## config.mk

```make
export PLATFORM = sky130hd
export DESIGN_NAME = instr_fetch_unit
export DESIGN_NICKNAME = d
export VERILOG_FILES = /design/src/rtl/instr_fetch_unit.sv
export SDC_FILE = /design/constraint.sdc
export NUM_CORES = 1
export LEC_CHECK = 0
export ABC_AREA = 1
export CORE_MARGIN = 2
export CORE_UTILIZATION = 25
export CTS_BUF_LIST = sky130_fd_sc_hd__clkbuf_16
export CTS_CLUSTER_DIAMETER = 60
export CTS_CLUSTER_SIZE = 16
export DETAILED_ROUTE_END_ITERATION = 6
export GPL_TIMING_DRIVEN = 0
export SLEW_MARGIN = 20
export SYNTH_ARGS = -nofsm -noshare
export SYNTH_HDL_FRONTEND = slang
export SYNTH_SLANG_ARGS = --single-unit
```

## constraint.sdc

```tcl
create_clock -name clk -period 4.88 [get_ports clk]
set_clock_uncertainty 0.2 [all_clocks]
set_input_delay 0.488 -clock clk [delete_from_list [all_inputs] [get_ports clk]]
set_output_delay 0.488 -clock clk [all_outputs]
set_load 0.01 [all_outputs]
```

## src/rtl/instr_fetch_unit.sv

```systemverilog
// Instruction fetch stage: holds the PC, fetches over a req/ack memory handshake,
// and presents each instruction for one issue window while computing the next PC.
module instr_fetch_unit #(
  parameter logic [31:0] RESET_PC = 32'h0000_0000
) (
  input  logic        clk,
  input  logic        rst,
  output logic        imem_req,
  output logic [31:0] imem_addr,
  input  logic        imem_ack,
  input  logic [31:0] imem_rdata,
  output logic [31:0] instr,
  output logic        instr_valid,
  output logic [31:0] pc_out,
  output logic [31:0] pc_plus4,
  input  logic [1:0]  Jmp,
  input  logic        PCSrc,
  input  logic [31:0] jr_target,
  input  logic        stall
);

  typedef enum logic [1:0] {IDLE, REQ, ISSUE} state_t;

  state_t      state, state_nxt;
  logic [31:0] pc, instr_q, next_pc, br_off;
  logic [1:0]  jr_unused;

  assign jr_unused = jr_target[1:0];

  always_ff @(posedge clk or posedge rst) begin
    if (rst) state <= IDLE;
    else     state <= state_nxt;
  end

  always_comb begin
    state_nxt = state;
    case (state)
      IDLE:    state_nxt = REQ;
      REQ:     if (imem_ack) state_nxt = ISSUE;
      ISSUE:   if (!stall)   state_nxt = REQ;
      default: state_nxt = IDLE;
    endcase
  end

  always_comb begin
    imem_req    = (state == REQ);
    instr_valid = (state == ISSUE);
  end

  // next_pc feeds pc directly so taken jumps/branches fetch without a bubble
  assign pc_plus4 = pc + 32'd4;
  assign br_off   = {{14{instr_q[15]}}, instr_q[15:0], 2'b00};

  always_comb begin
    next_pc = pc_plus4;
    case (Jmp)
      2'b00:   next_pc = {pc_plus4[31:28], instr_q[25:0], 2'b00};
      2'b10:   next_pc = {jr_target[31:2], 2'b00};
      default: if (PCSrc) next_pc = pc_plus4 + br_off;
    endcase
  end

  always_ff @(posedge clk or posedge rst) begin
    if (rst) begin
      pc      <= RESET_PC;
      instr_q <= 32'h0;
    end else begin
      if (state == REQ && imem_ack)  instr_q <= imem_rdata;
      if (state == ISSUE && !stall)  pc      <= next_pc;
    end
  end

  assign imem_addr = pc;
  assign pc_out    = pc;
  assign instr     = instr_q;

endmodule
```

==> results of run 1 <==
==> cell type report <==
cell class | instances | area [µm²] | area share [%]
inverters | 140 | 528.0 | 5.868
clock buffers | 9 | 225.2 | 2.503
well taps | 330 | 412.9 | 4.588
flip-flops and latches | 64 | 1602 | 17.80
clock inverters | 4 | 16.27 | 0.1808
repair buffers | 192 | 1939 | 21.55
plain buffers | 59 | 366.6 | 4.074
multi-input cells | 670 | 3909 | 43.44
==> worst max path at each step <==
stage                                  start                         to  slack (ns)  cells past startpoint
finish              imem_addr[2]$_DFFE_PP0P_  imem_addr[26]$_DFFE_PP0P_        1.29                     18
global route        imem_addr[2]$_DFFE_PP0P_  imem_addr[24]$_DFFE_PP0P_        0.98                     18
CTS                 imem_addr[2]$_DFFE_PP0P_  imem_addr[26]$_DFFE_PP0P_        1.27                     18
detailed placement  imem_addr[2]$_DFFE_PP0P_  imem_addr[26]$_DFFE_PP0P_        1.29                     18
global placement                         rst       instr[9]$_DFFE_PP0P_        1.17                      2
floorplan           imem_addr[2]$_DFFE_PP0P_  imem_addr[31]$_DFFE_PP0P_        1.95                     22
==> critical path: stages (launching register included) <==
cell,delay (ns)
dfrtp_1,0.49
ha_1,0.26
nand2_2,0.11
nor2_2,0.27
and2_4,0.22
nand2_2,0.05
xor2_1,0.21
inv_1,0.14
ha_1,0.38
nand2_1,0.12
nor2_1,0.25
nand2_1,0.09
inv_1,0.07
nand3_1,0.13
nand3_1,0.10
nand2_1,0.05
nand3_1,0.11
nand2_1,0.09
a21boi_0,0.17
==> Yosys cell counts <==
cell type	n
a2bb2oi_1	3
a32oi_1	3
fa_1	1
nor3_2	4
o21ai_0	26
and2_1	2
nor2_1	64
nor3_1	5
dfrtp_1	64
mux2_2	27
nor2_4	6
and2_4	1
or2_2	6
nand3_1	49
xor2_2	1
clkbuf_1	15
a21o_1	1
xor2_1	34
o211ai_1	2
nand2_2	9
a221oi_1	22
inv_2	3
nand4_1	13
nand3_2	1
a21boi_0	3
nor2_2	10
o21bai_1	14
conb_1	1
buf_4	37
ha_1	37
buf_1	2
nand2_1	232
buf_2	5
or2_0	1
a22oi_1	6
o21ai_1	7
a21oi_1	57
o31ai_1	1
a21oi_2	2
nand3b_1	1
inv_1	137
a21boi_1	13
==> layer usage <==
layer | vias to the layer above | GRT usage (%) | wire [µm]
met1 | 3188 | 23.20 | 10810
met3 | 32 | 4.495 | 1735
met5 | - | 0 | 0
met2 | 216 | 31.63 | 11950
met4 | 0 | 6.180 | 587
li1 | 3394 | - | -
==> kinds of logic after synthesis <==
kind of cell    Yosys count  synth area share, %
simple gates            404                27.75
buf+inv                 199                13.97
compound gates          160                15.88
flops                    64                25.09
fa+ha+maj                38                7.566
xor+xnor                 35                4.920
mux                      27                4.763
other cells               1              0.05874
==> sequential cells by signal, summed over array words and instances, names as in the netlist <==
signal	cells
instr	32
imem_addr	30
state	2
==> where the power goes <==
group          internal, mW  switching (mW)
combinational          2.38            3.04
sequential            0.787           0.437
clock                 0.329           0.241
total                  3.49            3.71
==> stage by stage <==
step	area (µm²)	hold slack, ns	util [%]	setup slack [ns]
2_1_floorplan	6402	0.2518	-	1.949
3_3_place_gp	8727	0.2646	34.76	1.170
3_5_place_dp	8757	0.2743	34.88	1.285
4_1_cts	8999	0.2808	35.84	1.268
5_1_grt	8999	0.2922	35.84	0.9820
6_report	8999	0.2784	35.84	1.291
==> impl_summary.md, run 1 <==
GRT
The maximum number of pins on one net before global-route repair is 41. After global routing the overflow that remains totals 0. Global routing used 18.65% of the available tracks. The first global-routing pass estimated 37.94 mm of wire. The via count of the first global-routing pass is 6,661. The number of antenna violations at the first check in global routing is 0.

Clock network
After clock tree synthesis, the flow added hold-fix buffers numbering 0. CTS saw 64 sinks. The clock-pin slew on the worst setup and hold paths is 0.05 ns. The clock buffer count from CTS is 9.

The library cell used as clock root buffer is clkbuf_16. After clock tree synthesis, the repair step resized 0 gates. Clock latency on the worst-skew pair, taken at its later pin, is 0.35 ns. The H-tree depth is 3. After clock tree synthesis, the setup repair step added 0 buffers. TritonCTS built the clock tree. The number of buffers between clock root and the deepest sink is 2.

Synth
The number of synthesis warnings is 0. The top cell type's share of synthesized area is 25.09%. The number of instances in the synthesized netlist is 928. The mapped netlist covers 6384 µm². By area the synthesized netlist is led by dfrtp_1 25%, nand2_1 14%, inv_1 8.1%. The number of different library cells used by synthesis comes to 42. The sequential fraction of the synthesis area is 25.09%. Each instance of the synthesized netlist takes up on average 6.879 µm². The dominant cell type by area after synthesis is dfrtp_1. The flop and latch count out of synthesis is 64.

STA
Setup repair after global routing left no endpoint under its margin. The top achievable clock speed is 278.7 MHz. The number of failing setup endpoints in the final timing report is 0. The final period demand of the worst path is 3.589 ns.

At the pin with the least slew margin, the transition time is 0.9795 ns. The count of endpoints failing hold in the final timing report is 0. The setup TNS after final layout is 0 ns. The relative max-transition margin is 34.70%. Dividing the final minimum period by the clock period gives 73.54%.

The number of max-slew violations in the final report is 0.

Route
The via count of the routed design is 6,830. Dividing the detail-routed via count by the number of cells gives 4.653. The average routed wire per standard cell is 17.09 µm. The count of routing violations after the opening detailed-route iteration is 393. The final layout contains routed wiring with a total length of 25.08 mm. After detailed routing, the number of remaining DRC violations is 0. The pre-antenna-repair detailed-routing pass consisted of 5 iterations. The antenna violation net count after detailed routing is 0.

Pwr
The maximum vdd drop is 0.3073 mV. The power per cell area is 801.0 nW/µm². Total power for the finished layout comes to 7.208 mW. For this design the static power due to leakage is 4.327 nW.

Finish
The net count reported at finish is 1,245. The final cell count without fillers is 1,468. Cells with a size suffix above 1 make up 10.90% of the layout. In the layout the commonest cells are 232 x nand2_1, 191 x clkdlybuf4s50_1, 137 x inv_1, 64 x nor2_1, 64 x dfrtp_1. The repair_antennas step left the layout with diodes totalling 0. The fill cell instance count of the final layout is 2,748. The most common library cell in the layout ignoring fill and taps is nand2_1. From synthesis to final layout, the design area changed by 40.96%.

Die
The starting density of the core is 25.42%. Pin placement for this block handled 201 I/O pins. From left edge to right edge, the die measures 163.8 µm. Row generation in the floorplan step produced 58 rows.

The die covers 26,830 µm². The core region is 25,110 µm². The height of the die is 163.8 µm.

Setup path
The critical path is of the reg2reg type. STA classifies the critical path endpoint as a register. The startpoint type of the worst setup path is a register. STA puts the critical path data required time at 4.93 ns.

The endpoint identified for the worst register-to-register timing path is imem_addr[26]$_DFFE_PP0P_. Of all nets on the critical path, the largest fanout is 7. The critical path data arrival time is 3.64 ns.

The count of cells along the worst register-to-register path is 18. The startpoint of the worst-slack reg-to-reg timing path is imem_addr[2]$_DFFE_PP0P_. For flop-to-flop paths, the worst setup slack is 1.29 ns.

Place
The number of port buffers is 191. Once detailed placement completed, the half-perimeter wirelength came to 20.78 mm. The final weighted congestion in routability-driven placement is 0.9182. Once placement completed, the tool counted placed cells totaling 1,455.

Run
The tool flagged a number of max-cap violations equal to 0.

Worst hold path
The worst hold path belongs to the class in2async.

Status
The flow ran to the end, and the final reports show no timing, DRC or antenna violations.
Power figures use the tool's default switching activity.
==> run 2, diff against run 1 <==
Clock period 4.88 ns to 3.2 ns, I/O delays scaled along.
==> run 2 against run 1 <==
Net effect:
- non-clock buffer count increased by 52
- worst setup slack worse by 1.2 ns
- final cell count is 3.5% higher
- fmax grew 14%
- critical endpoint is now imem_addr[14]$_DFFE_PP0P_
==> impl_summary.md, run 2 (synthesis gave the netlist of run 1 again) <==
Status
The run finished with clean final reports.

Setup path
The worst setup path is of the reg2reg kind. The critical path data arrival time came to 3.15 ns (-0.49 ns). The endpoint required time on the critical path is 3.22 ns (-1.71 ns). The worst reg-to-reg setup slack is 0.06 ns (-1.23 ns). The startpoint of the worst-slack reg-to-reg timing path is imem_addr[6]$_DFFE_PP0P_.

The largest fanout of any net on the critical path was 4 (-3). The critical path endpoint is imem_addr[14]$_DFFE_PP0P_. The endpoint class of the critical path is a register. The worst register-to-register path ends at imem_addr[14]$_DFFE_PP0P_. The beginning of the critical path is imem_addr[6]$_DFFE_PP0P_. The startpoint type of the worst setup path is a register. The count of cells along the worst register-to-register path came to 14 (-4).

Finish
The number of flip-flops under the largest register name was 32 (unchanged). The share of the core filled with cells in the final layout is 40.73% (+4.9 points). The area growth from synthesis to layout is 60.19%. The fraction of layout instances using a drive strength above 1 is 26.05% (+15 points).

The net count reported at finish is 1,297 (+4.2%). The number of diodes added for antenna fixing is 0 (unchanged). The library cells used most frequently in the layout, excluding fill and tap cells, are 211 x nand2_1, 191 x clkdlybuf4s50_1, 126 x inv_1, 87 x buf_4, 48 x nor2_1. The most common library cell in the layout ignoring fill and taps is nand2_1.

GRT
The global-route wire length before repair is 38.68 mm (+2.0%). The remaining global-route overflow is 0 (unchanged). The met2 usage is 32.43% (+0.80 points). The global routing's busiest layer is met2.

The met1 capacity usage during global routing is 23.34% (+0.14 points). The total routing usage reported by global routing is 18.94% (+0.29 points). The met3 track demand over resource in global routing is 4.470% (-0.025 points). The via count of the first global-routing pass is 6,920 (+3.9%). The number of antenna violations at the first check in global routing is 0 (unchanged). The maximum number of pins on one net before global-route repair came to 41 (unchanged).

Clock network
The latest clock arrival within the worst-skew pair is 0.35 ns (about the same). The library cell used as clock root buffer is clkbuf_16. The number of sinks on the clock net was 64 (unchanged). TritonCTS built the clock tree. The H-tree depth is 3 (unchanged). The quantity of hold-fixing buffers added after cts came to 0 (unchanged).

The number of buffers between clock root and the deepest sink was 2 (unchanged). The clock buffer count from CTS is 9 (unchanged). The clock-pin slew on the worst setup and hold paths was 0.06 ns (about the same).

Route
The number of iterations in the first detailed-routing pass is 5 (unchanged). The average routed wire per standard cell was 17.43 µm (+2.0%). The mean number of vias per cell is 4.772 (+2.6%). The count of routing violations after the opening detailed-route iteration came to 378 (-3.8%). The number of design rule violations left after detail routing is 0 (unchanged). The antenna violation net count after detailed routing is 0 (unchanged).

The final wirelength is 26.49 mm (+5.6%). The via count of the routed design is 7,253 (+6.2%).

Die
The area of the core region is 25,110 µm² (unchanged). The height of the die was 163.8 µm (unchanged). The area of the die is 26,830 µm² (unchanged). The horizontal die dimension was 163.8 µm (unchanged).

The starting density of the core is 25.42% (unchanged). The total number of placement rows is 58 (unchanged). The I/O pin total is 201 (unchanged).

Place
The final weighted congestion in routability-driven placement is 0.9182 (unchanged). The number of port buffers is 191 (unchanged). The HPWL after detailed placement is 20.78 mm (unchanged).

Run
The total of max-cap violations was 0 (unchanged).

STA
The number of max-slew violations in the final report is 0 (unchanged). The slew at the pin closest to its max-slew limit is 0.9159 ns (-0.06355 ns). The number of failing setup endpoints in the final timing report is 0 (unchanged).

The top achievable clock speed was 318.9 MHz (+14%). Setup repair after global routing could not meet its margin everywhere. The count of endpoints failing hold in the final timing report came to 0 (unchanged). The relative max-transition margin is 38.94% (+4.2 points). The worst hold slack came to 0.1121 ns (-0.1663 ns). The post-route fraction of the period consumed by the critical path is 97.98% (+24 points).

The final period demand of the worst path is 3.135 ns (-0.4532 ns).

Pwr
The maximum vdd drop is 0.4845 mV (+58%). The static power due to leakage is 4.665 nW (+7.8%). The power per cell area was 1258 nW/µm² (+57%). The total power came to 12.86 mW (+78%).

Worst hold path
The worst hold path belongs to the class in2async.
run 2: worst min-delay path by stage:
stage | depth (start not counted) | startpoint | end
2_1_floorplan | 1 | imem_ack | state[0]$_DFFE_PP0P_
3_3_place_gp | 1 | state[1]$_DFFE_PP0P_ | state[0]$_DFFE_PP0P_
3_5_place_dp | 1 | state[1]$_DFFE_PP0P_ | state[0]$_DFFE_PP0P_
4_1_cts | 2 | rst | instr[31]$_DFFE_PP0P_
5_1_grt | 2 | rst | instr[19]$_DFFE_PP0P_
6_report | 2 | rst | instr[31]$_DFFE_PP0P_
run 2: power by group:
| part | total, mW | leakage, nW | switching [mW] | internal, mW |
|---|---|---|---|---|
| registers | 1.89 | 0.702 | 0.660 | 1.23 |
| clock network | 0.867 | 0.123 | 0.366 | 0.501 |
| logic | 10.1 | 3.84 | 5.46 | 4.65 |
| total | 12.9 | 4.67 | 6.48 | 6.38 |
run 2: metrics by stage:
| step | setup TNS, ns | setup WS (ns) | area, µm² | std cells |
|---|---|---|---|---|
| 6_report | 0 | 0.06463 | 10230 | 1520 |
| 4_1_cts | 0 | 0.0008111 | 9359 | 1489 |
| 3_5_place_dp | -3.927 | -0.3949 | 8757 | 1455 |
| 3_3_place_gp | -25.06 | -0.3448 | 8727 | 1454 |
| 2_1_floorplan | 0 | 0.2685 | 6402 | 933 |
| 5_1_grt | -0.4165 | -0.06280 | 10230 | 1520 |
run 2: cell type report:
type / instances / area, µm²
multi-input combinational: 670 / 4703
inverter: 140 / 528.0
buffer: 59 / 366.6
timing repair buffer: 244 / 2346
clock buffer: 9 / 225.2
clock inverter: 4 / 16.27
tap: 330 / 412.9
sequential: 64 / 1628
fill: 2599 / 14880
run 2: per-layer routing:
metal  up-vias  wire length [µm]
li1       3504                 -
met1      3441             11210
met2       262             12920
met3        46              1717
met4         0               649
met5         -                 0
run 2: timing repair:
item                                    in CTS  in global routing
endpoints found under the setup margin      19                 18
buffers inserted                            21                 31
endpoints found under the hold margin        0                  0
gates resized for setup                     46                133
pin swaps                                    9                 40
run 2: worst max-delay path: stages, from the launching register on:
cell      delay, ns
dfrtp_1        0.41
buf_4          0.14
nand2_1        0.08
nor2_1         0.12
nand2_1        0.09
nor2_4         0.25
xor2_4         0.29
ha_4           0.26
a21oi_2        0.17
o21ai_2        0.08
nand3b_1       0.26
buf_4          0.20
xor2_1         0.15
o21bai_1       0.21
a21boi_1       0.09
==> run 3, diff against run 2 <==
Settings changed: SKIP_LAST_GASP set to 1.
==> run 3 against run 2 <==
Net effect:
- first-iteration DRC count down 1.1%
- combinational power about the same
- cell area down 0.45%
- largest cell class unchanged
- largest power group unchanged
- flip-flop and latch count unchanged
- fmax down 0.90%
==> impl_summary.md, run 3 (synthesis gave the netlist of run 1 again) <==
Pwr
The internal portion of total power was 6.332 mW (-0.73%). The power per cell area is 1256 nW/µm² (-0.15%). The switching part of the total power is 50.47% (+0.067 points).

The fraction of power consumed by the clock network came to 6.7% (about the same). The net switching power figure is 6.452 mW (-0.47%). The part of the power in combinational logic is 78.6% (about the same).

The maximum vdd drop is 0.4814 mV (-0.65%). The part of the power in registers is 14.6% (about the same). The static power due to leakage is 4.663 nW (about the same).

Finish
The fill cell instance count of the final layout was 2,609 (+0.38%). The fraction of layout instances using a drive strength above 1 is 25.71% (-0.34 points). The number of flip-flops under the largest register name is 32 (unchanged). The final design instance area without fill is 10,180 µm² (-0.45%). The most common library cell in the layout ignoring fill and taps is nand2_1. The net count reported at finish is 1,297 (unchanged). The number of diodes added for antenna fixing came to 0 (unchanged).

The library cells used most frequently in the layout, excluding fill and tap cells, are 211 x nand2_1, 191 x clkdlybuf4s50_1, 126 x inv_1, 87 x buf_4, 48 x nor2_1. From synthesis to final layout, the design area changed by 59.47%.

Clock network
The clock buffer count from CTS came to 9 (unchanged). The H-tree depth is 3 (unchanged). The latest clock arrival within the worst-skew pair is 0.35 ns (about the same).

The clock-pin slew on the worst setup and hold paths came to 0.05 ns (about the same). TritonCTS built the clock tree. The library cell used as clock root buffer is clkbuf_16. The number of sinks on the clock net is 64 (unchanged). The number of buffers between clock root and the deepest sink was 2 (unchanged).

Place
The number of port buffers was 191 (unchanged). The pre-CTS setup slack came to -0.3949 ns (unchanged). The standard cell area after detailed placement is 8757 µm² (unchanged). The HPWL after detailed placement is 20.78 mm (unchanged). The final weighted congestion in routability-driven placement was 0.9182 (unchanged).

Setup path
The count of cells along the worst register-to-register path is 14 (unchanged). The endpoint class of the critical path is a register. The worst register-to-register path begins at imem_addr[6]$_DFFE_PP0P_. The largest fanout of any net on the critical path is 4 (unchanged). Following the worst setup path forward leads to its endpoint at imem_addr[14]$_DFFE_PP0P_.

STA classifies the critical path startpoint as a register. The critical path is of the reg2reg type. The worst flop-to-flop path endpoint is imem_addr[14]$_DFFE_PP0P_. The critical path data arrival time is 3.18 ns (+0.03 ns). The worst reg-to-reg setup slack came to 0.04 ns (-0.03 ns). The beginning of the critical path is imem_addr[6]$_DFFE_PP0P_. The endpoint required time on the critical path is 3.21 ns (about the same).

GRT
The remaining global-route overflow is 0 (unchanged). The global-route wire length before repair is 38.68 mm (unchanged). The number of antenna violations at the first check in global routing is 0 (unchanged).

The total routing usage reported by global routing is 18.94% (unchanged). The via count of the first global-routing pass came to 6,920 (unchanged). The maximum number of pins on one net before global-route repair is 41 (unchanged).

STA
The top achievable clock speed was 316.1 MHz (-0.90%). The setup TNS after final layout is 0 ns (unchanged). The count of endpoints failing hold in the final timing report is 0 (unchanged). Setup repair after global routing could not meet its margin everywhere. The number of max-slew violations in the final report is 0 (unchanged). The worst path setup slack after routing is 0.03613 ns (-0.02851 ns).

The relative max-transition margin came to 38.51% (-0.43 points). The final period demand of the worst path was 3.164 ns (+0.02851 ns). The number of failing setup endpoints in the final timing report was 0 (unchanged). The post-route fraction of the period consumed by the critical path is 98.87% (+0.89 points). The slew at the pin closest to its max-slew limit was 0.9224 ns (+0.006511 ns).

Die
The I/O pin total was 201 (unchanged). The starting density of the core is 25.42% (unchanged). The horizontal die dimension was 163.8 µm (unchanged). The total number of placement rows was 58 (unchanged).

The area of the core region came to 25,110 µm² (unchanged). The area of the die is 26,830 µm² (unchanged). The height of the die is 163.8 µm (unchanged).

Status
The flow ran to the end, and the final reports show no timing, DRC or antenna violations.

Route
The antenna violation net count after detailed routing came to 0 (unchanged). The number of design rule violations left after detail routing is 0 (unchanged). The via count of the routed design is 7,212 (-0.57%). The mean number of vias per cell is 4.745 (-0.57%).

The number of iterations in the first detailed-routing pass is 6 (+1). The final wirelength is 26.45 mm (-0.15%). The count of routing violations after the opening detailed-route iteration is 374 (-1.1%). The average routed wire per standard cell is 17.40 µm (-0.15%).

Worst hold path
The type of the worst min-delay path is in2async.

Run
The total of max-cap violations was 0 (unchanged).
==> run 3: cell counts in the layout (fill, tap and decap cells not counted) <==
Identical to the previous run, type by type.
==> run 3: worst min path at each step <==
stage	from	to	slack, ns	depth (start not counted)
finish	rst	instr[31]$_DFFE_PP0P_	0.11	2
global route	rst	instr[19]$_DFFE_PP0P_	0.14	2
CTS	rst	instr[31]$_DFFE_PP0P_	0.12	2
detailed placement	state[1]$_DFFE_PP0P_	state[0]$_DFFE_PP0P_	0.27	1
global placement	state[1]$_DFFE_PP0P_	state[0]$_DFFE_PP0P_	0.26	1
floorplan	imem_ack	state[0]$_DFFE_PP0P_	0.21	1
==> run 3: what timing repair did <==
| item | 4_1_cts | 5_1_grt |
|---|---|---|
| endpoints found under the setup margin | 19 | 18 |
| gates resized for setup | 46 | 128 |
| buffers inserted | 21 | 31 |
| pin swaps | 9 | 40 |
| hold buffers | 0 | 0 |
==> run 3: cell type report <==
cell class / count / area (µm²) / share of cell area [%]
inverters: 140 / 528.0 / 5.187
multi-input cells: 670 / 4657 / 45.75
well taps: 330 / 412.9 / 4.056
clock inverters: 4 / 16.27 / 0.1598
plain buffers: 59 / 366.6 / 3.601
repair buffers: 244 / 2346 / 23.05
clock buffers: 9 / 225.2 / 2.212
flip-flops and latches: 64 / 1628 / 15.99
==> run 3: worst max-delay path, stage by stage (launching register included) <==
cell and delay (ns):
dfrtp_1 0.41, buf_4 0.14, nand2_1 0.08, nor2_1 0.12, nand2_1 0.09, nor2_4 0.26, xor2_4 0.29, ha_4 0.26
a21oi_2 0.17, o21ai_2 0.09, nand3b_1 0.26, buf_4 0.20, xor2_1 0.15, o21bai_1 0.22, a21boi_1 0.09
==> run 3: power by group through the flow <==
stage / clock network, mW / registers [mW] / logic, mW
2_1_floorplan: 0 / 1.80 / 4.97
3_3_place_gp: 0 / 1.86 / 8.15
3_5_place_dp: 0 / 1.87 / 8.20
4_1_cts: 0.881 / 1.87 / 8.67
5_1_grt: 0.910 / 1.93 / 11.0
6_report: 0.862 / 1.87 / 10.0
==> run 3: layer usage <==
metal	share of wire, %	global-route usage, %	vias to the layer above
met5	0	0	-
met4	2.1	6.340	0
met3	7.0	4.470	38
met2	49	32.43	260
met1	42	23.34	3420
li1	-	-	3494
==> run 3: per-stage QoR <==
| stage | hold slack, ns | instances | power [mW] | util, % |
|---|---|---|---|---|
| floorplan | 0.2063 | 933 | 6.771 | - |
| global placement | 0.2646 | 1454 | 10.01 | 34.76 |
| finish | 0.1126 | 1520 | 12.78 | 40.54 |
| CTS | 0.1208 | 1489 | 11.42 | 37.27 |
| global route | 0.1416 | 1520 | 13.80 | 40.54 |
| detailed placement | 0.2743 | 1455 | 10.07 | 34.88 |
